<file path="src/rtl/disk_ii_controller_if.sv">
// Slot bus and drive-side signals of the Disk II controller card.
// master = bus/drive side, slave = controller.
interface disk_ii_controller_if;
  logic       bus_cycle_end_i;
  logic       dev_sel_i;
  logic [3:0] addr_i;
  logic       rw_n_i;
  logic [7:0] d1_data_i;
  logic [7:0] d2_data_i;
  logic       d1_wp_i;
  logic       d2_wp_i;
  logic [3:0] motor_phase_o;
  logic       drive_sel_o;
  logic       motor_on_o;
  logic       d1_active_o;
  logic       d2_active_o;
  logic       write_mode_o;
  logic       read_disk_o;
  logic       write_reg_o;
  logic [7:0] rd_data_o;
  logic       rd_data_en_o;

  modport master (
    output bus_cycle_end_i, dev_sel_i, addr_i, rw_n_i,
           d1_data_i, d2_data_i, d1_wp_i, d2_wp_i,
    input  motor_phase_o, drive_sel_o, motor_on_o, d1_active_o, d2_active_o,
           write_mode_o, read_disk_o, write_reg_o, rd_data_o, rd_data_en_o
  );

  modport slave (
    input  bus_cycle_end_i, dev_sel_i, addr_i, rw_n_i,
           d1_data_i, d2_data_i, d1_wp_i, d2_wp_i,
    output motor_phase_o, drive_sel_o, motor_on_o, d1_active_o, d2_active_o,
           write_mode_o, read_disk_o, write_reg_o, rd_data_o, rd_data_en_o
  );
endinterface

</file>
<file path="src/rtl/disk_ii_controller.sv">
// Disk II soft-switch controller: $C0nX latches, motor spin-down timer,
// drive_ii strobes and bus read-data mux.
module disk_ii_controller #(
  parameter int MOTOR_OFF_TICKS = 1_000_000,
  parameter int TIMER_WIDTH     = 20
) (
  input  logic               clk_logic,
  input  logic               system_reset_n,
  disk_ii_controller_if.slave bus
);
  typedef enum logic [1:0] {MOTOR_OFF, MOTOR_ON, MOTOR_SPINDOWN} motor_state_t;

  motor_state_t           state;
  logic [TIMER_WIDTH-1:0] timer;
  logic [3:0]             phase;
  logic                   drive_sel, q6, q7;
  logic                   access, acc_on, acc_off;
  logic                   eff_q6, eff_q7, rd_en;
  logic [7:0]             sel_data;
  logic                   sel_wp;

  // dev_sel may span many clocks; only the end-of-cycle strobe commits.
  assign access  = bus.bus_cycle_end_i & bus.dev_sel_i;
  assign acc_on  = access & (bus.addr_i == 4'h9);
  assign acc_off = access & (bus.addr_i == 4'h8);

  always_ff @(posedge clk_logic) begin
    if (!system_reset_n) begin
      phase     <= '0;
      drive_sel <= 1'b0;
      q6        <= 1'b0;
      q7        <= 1'b0;
      state     <= MOTOR_OFF;
      timer     <= '0;
    end else begin
      if (access) begin
        if (!bus.addr_i[3]) phase[bus.addr_i[2:1]] <= bus.addr_i[0];
        else begin
          case (bus.addr_i[2:1])
            2'b01:   drive_sel <= bus.addr_i[0];
            2'b10:   q6        <= bus.addr_i[0];
            2'b11:   q7        <= bus.addr_i[0];
            default: ;
          endcase
        end
      end
      case (state)
        MOTOR_OFF: if (acc_on) state <= MOTOR_ON;
        MOTOR_ON: if (acc_off) begin
          state <= MOTOR_SPINDOWN;
          timer <= TIMER_WIDTH'(MOTOR_OFF_TICKS - 1);
        end
        MOTOR_SPINDOWN: begin
          // A motor-on access beats a simultaneous expiry.
          if (acc_on) begin
            state <= MOTOR_ON;
            timer <= '0;
          end else if (bus.bus_cycle_end_i) begin
            if (timer == '0) state <= MOTOR_OFF;
            else timer <= timer - 1'b1;
          end
        end
        default: state <= MOTOR_OFF;
      endcase
    end
  end

  assign bus.motor_phase_o = phase;
  assign bus.drive_sel_o   = drive_sel;
  assign bus.write_mode_o  = q7;
  assign bus.motor_on_o    = (state != MOTOR_OFF);
  assign bus.d1_active_o   = (state != MOTOR_OFF) & ~drive_sel;
  assign bus.d2_active_o   = (state != MOTOR_OFF) & drive_sel;

  // The current access already sees its own Q6/Q7 effect.
  assign eff_q6   = (bus.addr_i[3:1] == 3'b110) ? bus.addr_i[0] : q6;
  assign eff_q7   = (bus.addr_i[3:1] == 3'b111) ? bus.addr_i[0] : q7;
  assign sel_data = drive_sel ? bus.d2_data_i : bus.d1_data_i;
  assign sel_wp   = drive_sel ? bus.d2_wp_i : bus.d1_wp_i;
  assign rd_en    = system_reset_n & bus.dev_sel_i & bus.rw_n_i & ~bus.addr_i[0];

  assign bus.read_disk_o  = system_reset_n & bus.dev_sel_i & (bus.addr_i == 4'hC);
  assign bus.write_reg_o  = system_reset_n & bus.dev_sel_i & ~bus.rw_n_i
                            & eff_q6 & eff_q7 & bus.addr_i[0];
  assign bus.rd_data_en_o = rd_en;
  assign bus.rd_data_o    = !rd_en ? 8'h00 :
                            (eff_q6 & ~eff_q7) ? {sel_wp, 7'b0} : sel_data;
endmodule

</file>
<file path="src/flat_wrapper.sv">
// flat-port wrapper written by rule: the top's interface ports become plain ports
module disk_ii_controller_flat 
#(
  parameter int MOTOR_OFF_TICKS = 1_000_000,
  parameter int TIMER_WIDTH     = 20
)
  (clk_logic, system_reset_n, bus_bus_cycle_end_i, bus_dev_sel_i, bus_addr_i, bus_rw_n_i, bus_d1_data_i, bus_d2_data_i, bus_d1_wp_i, bus_d2_wp_i, bus_motor_phase_o, bus_drive_sel_o, bus_motor_on_o, bus_d1_active_o, bus_d2_active_o, bus_write_mode_o, bus_read_disk_o, bus_write_reg_o, bus_rd_data_o, bus_rd_data_en_o);
  disk_ii_controller_if bus_i ();
  input  logic clk_logic;
  input  logic system_reset_n;
  input wire logic [$bits(bus_i.bus_cycle_end_i)-1:0] bus_bus_cycle_end_i;
  input wire logic [$bits(bus_i.dev_sel_i)-1:0] bus_dev_sel_i;
  input wire logic [$bits(bus_i.addr_i)-1:0] bus_addr_i;
  input wire logic [$bits(bus_i.rw_n_i)-1:0] bus_rw_n_i;
  input wire logic [$bits(bus_i.d1_data_i)-1:0] bus_d1_data_i;
  input wire logic [$bits(bus_i.d2_data_i)-1:0] bus_d2_data_i;
  input wire logic [$bits(bus_i.d1_wp_i)-1:0] bus_d1_wp_i;
  input wire logic [$bits(bus_i.d2_wp_i)-1:0] bus_d2_wp_i;
  output wire logic [$bits(bus_i.motor_phase_o)-1:0] bus_motor_phase_o;
  output wire logic [$bits(bus_i.drive_sel_o)-1:0] bus_drive_sel_o;
  output wire logic [$bits(bus_i.motor_on_o)-1:0] bus_motor_on_o;
  output wire logic [$bits(bus_i.d1_active_o)-1:0] bus_d1_active_o;
  output wire logic [$bits(bus_i.d2_active_o)-1:0] bus_d2_active_o;
  output wire logic [$bits(bus_i.write_mode_o)-1:0] bus_write_mode_o;
  output wire logic [$bits(bus_i.read_disk_o)-1:0] bus_read_disk_o;
  output wire logic [$bits(bus_i.write_reg_o)-1:0] bus_write_reg_o;
  output wire logic [$bits(bus_i.rd_data_o)-1:0] bus_rd_data_o;
  output wire logic [$bits(bus_i.rd_data_en_o)-1:0] bus_rd_data_en_o;
  assign bus_i.bus_cycle_end_i = bus_bus_cycle_end_i;
  assign bus_i.dev_sel_i = bus_dev_sel_i;
  assign bus_i.addr_i = bus_addr_i;
  assign bus_i.rw_n_i = bus_rw_n_i;
  assign bus_i.d1_data_i = bus_d1_data_i;
  assign bus_i.d2_data_i = bus_d2_data_i;
  assign bus_i.d1_wp_i = bus_d1_wp_i;
  assign bus_i.d2_wp_i = bus_d2_wp_i;
  assign bus_motor_phase_o = bus_i.motor_phase_o;
  assign bus_drive_sel_o = bus_i.drive_sel_o;
  assign bus_motor_on_o = bus_i.motor_on_o;
  assign bus_d1_active_o = bus_i.d1_active_o;
  assign bus_d2_active_o = bus_i.d2_active_o;
  assign bus_write_mode_o = bus_i.write_mode_o;
  assign bus_read_disk_o = bus_i.read_disk_o;
  assign bus_write_reg_o = bus_i.write_reg_o;
  assign bus_rd_data_o = bus_i.rd_data_o;
  assign bus_rd_data_en_o = bus_i.rd_data_en_o;
  disk_ii_controller #(.MOTOR_OFF_TICKS(MOTOR_OFF_TICKS), .TIMER_WIDTH(TIMER_WIDTH)) u_core (.clk_logic(clk_logic), .system_reset_n(system_reset_n), .bus(bus_i));
endmodule
</file>
<file path="config.mk">
export PLATFORM = sky130hd
export DESIGN_NAME = disk_ii_controller_flat
export DESIGN_NICKNAME = d
export VERILOG_FILES = /design/src/rtl/disk_ii_controller_if.sv /design/src/rtl/disk_ii_controller.sv /design/src/flat_wrapper.sv
export SDC_FILE = /design/constraint.sdc
export NUM_CORES = 1
export LEC_CHECK = 0
export CAP_MARGIN = 30
export CORE_MARGIN = 2
export CORE_UTILIZATION = 50
export DETAILED_ROUTE_END_ITERATION = 10
export PLACE_DENSITY_LB_ADDON = 0.3
export SETUP_SLACK_MARGIN = 0.1
export SLEW_MARGIN = 15
export SYNTH_ARGS = -nofsm -noshare
export SYNTH_HDL_FRONTEND = slang
export SYNTH_SLANG_ARGS = --single-unit
</file>
<file path="constraint.sdc">
create_clock -name clk_logic -period 3.34 [get_ports clk_logic]
set_clock_uncertainty 0.2 [all_clocks]
set_input_delay 0.668 -clock clk_logic [delete_from_list [all_inputs] [get_ports clk_logic]]
set_output_delay 0.668 -clock clk_logic [all_outputs]
set_load 0.02 [all_outputs]
</file>
==> run summary <==
most frequent cells in the layout = 36 x clkdlybuf4s50_1, 32 x nor2_1, 29 x dfxtp_1
overall routing resource usage = 26.82%
Remaining DRCs = 0
Final Max Tran Viols = 0
Core Region = 3971 um^2
setup tns final = 0 ps
RD Place Congestion = 0.8742
final worst slack = 136.4 ps
synthesized area = 2047 um^2
total CTS buffers = 5
Leakage = 1.033 nW
FF+latch count, synth = 29
Placed Instances = 361
Vias/cell = 6.226
post-detail-place hpwl = 4363 um
clk_lat worst skew = 280 ps
TritonCTS clock tree = built
Worst Hold Class = reg2reg
Die Height = 67.99 um
Worst-Margin Slew = 722.2 ps
CP Launch Type = input pin
die area = 4622 um^2
IO buf count = 46
cell area after layout = 2719 um^2
most common cell after layout, fill and taps aside = clkdlybuf4s50_1
Fmax = 312.2 MHz
fillcell total = 318
fin nets = 351
pwr/cell area = 858.1 nW/um^2
CP endpoint kind = output pin
CTS clk-pin slew, worst paths = 60 ps
Peak VDD IR = 0.0005634 V
drt pass-1 iters = 5
H-tree levels = 2
Hold Vio Cnt, Final = 0
Critical Path Fanout Max = 5
crit path DAT = 2340 ps
status = completed
critical path required time = 2470 ps
die width = 67.99 um
Hold Slack = 273.3 ps
drt total wl = 5974 um
clock sinks = 29
vias in the first global route = 2022
Antenna Cells = 0
Synth area leaders = dfxtp_1 28%, mux2i_1 8.3%, nor2_1 5.9%
initial core utilization = 51.54%
Bufs on Longest Clock Path = 2
initial antenna violation count = 0
post-synth top area share = 28.36%
Slew headroom = 51.59%
Post-synth top flop = dfxtp_1
syn_area_per_cell = 7.813 um^2
Via Count = 2291
layout cell share with drive strength beyond 1 = 12.89%
area leader, netlist = dfxtp_1
Synth warnings = 0
CTS Root Cell = clkbuf_8
global-route wire length before repair = 9377 um
Placed Area = 2630 um^2
Routed wire per std cell = 16.23 um
Routed Antenna Nets = 0
Final Cycle Share = 95.92%
DRT iter0 DRCs = 170
P&R area growth vs syn = 32.82%
Place WS = -245.1 ps
RSZ-0062 raised after global routing = no
total grt overflow = 0
Max-Cap Viols = 0
Netlist cell types = 51
post-synthesis sequential area ratio = 28.36%
crit path kind = in2out
Tmin final = 3204 ps
final setup fails = 0
async set-reset flop share out of synthesis = 0%
Finished Layout Cells = 368
EDFF count, synth = 0
Boundary Pins = 47
Cells after Synth = 262
Post-Syn Nets = 295
Rows = 23
largest net degree at the start of global routing = 23
==> kinds of logic after synthesis <==
logic type	Yosys count	share of synthesized area (%)
adders and majority gates	6	3.667
buffers and inverters	27	6.051
AOI/OAI and AO/OA	71	24.51
and+or+nand+nor	111	27.99
muxes	18	9.413
DFF	29	28.36
==> sequential cells by signal, indices dropped and copies added (netlist names) <==
register	count
u_core.bus.motor_phase_o	4
u_core.bus.write_mode_o	1
u_core.state	2
u_core.q6	1
u_core.timer	20
u_core.bus.drive_sel_o	1
==> cell type report <==
class,count,area (um^2),area share (%)
repair buffers,65,588.1,21.63
inverters,11,41.29,1.519
clock buffers,7,86.33,3.175
multi-input cells,206,1360,50.02
flip-flops and latches,29,580.6,21.35
well taps,50,62.56,2.301
==> what timing repair did <==
| action | CTS | global route |
|---|---|---|
| resized for setup | 11 | 8 |
| setup buffers | 0 | 0 |
| endpoints found under the setup margin | 9 | 9 |
| pin swaps | 0 | 1 |
| hold buffers | 0 | 0 |
==> final timing paths <==
check	end	startpoint	slack (ps)	cells past startpoint
setup / recovery	bus_read_disk_o	bus_addr_i[0]	140	4
hold / removal	u_core.bus.motor_phase_o[3]$_SDFFE_PN0P_	u_core.bus.motor_phase_o[3]$_SDFFE_PN0P_	270	2
setup reg to reg	u_core.timer[1]$_SDFFE_PN0P_	u_core.timer[12]$_SDFFE_PN0P_	550	5
hold reg to reg	u_core.bus.motor_phase_o[3]$_SDFFE_PN0P_	u_core.bus.motor_phase_o[3]$_SDFFE_PN0P_	270	2
==> per-stage QoR <==
step / power (W) / utilization (%)
floorplan: 0.001648 / -
global placement: 0.001982 / 66.23
detailed placement: 0.001994 / 66.23
CTS: 0.002293 / 68.37
global route: 0.002531 / 68.46
finish: 0.002333 / 68.46
==> cell usage after synthesis (6+ instances only) <==
cell type and number:
a21oi_1 13, a31oi_1 7, clkbuf_1 12, dfxtp_1 29, ha_1 6, inv_1 10
mux2i_1 17, nand2_1 18, nand3_1 15, nor2_1 32, nor3_1 7, nor4_1 9
o21ai_0 9, o31ai_1 8
==> critical path: stages <==
cell and delay [ps]:
clkdlybuf4s50_1 520, buf_4 200, nor4_1 290, clkdlybuf4s50_1 660
==> metal layers <==
metal  global-route usage, %  vias to the layer above  wire [um]
met2                   39.20                       89       2816
li1                        -                     1103          -
met3                   8.059                       16        386
met4                   10.75                        0        157
met5                       0                        -          0
met1                   36.66                     1083       2614
==> power breakdown <==
group          internal, W  switching [W]
combinational     0.000566       0.000972
sequential        0.000420      0.0000789
clock             0.000163       0.000134
Power figures use the tool's default switching activity.
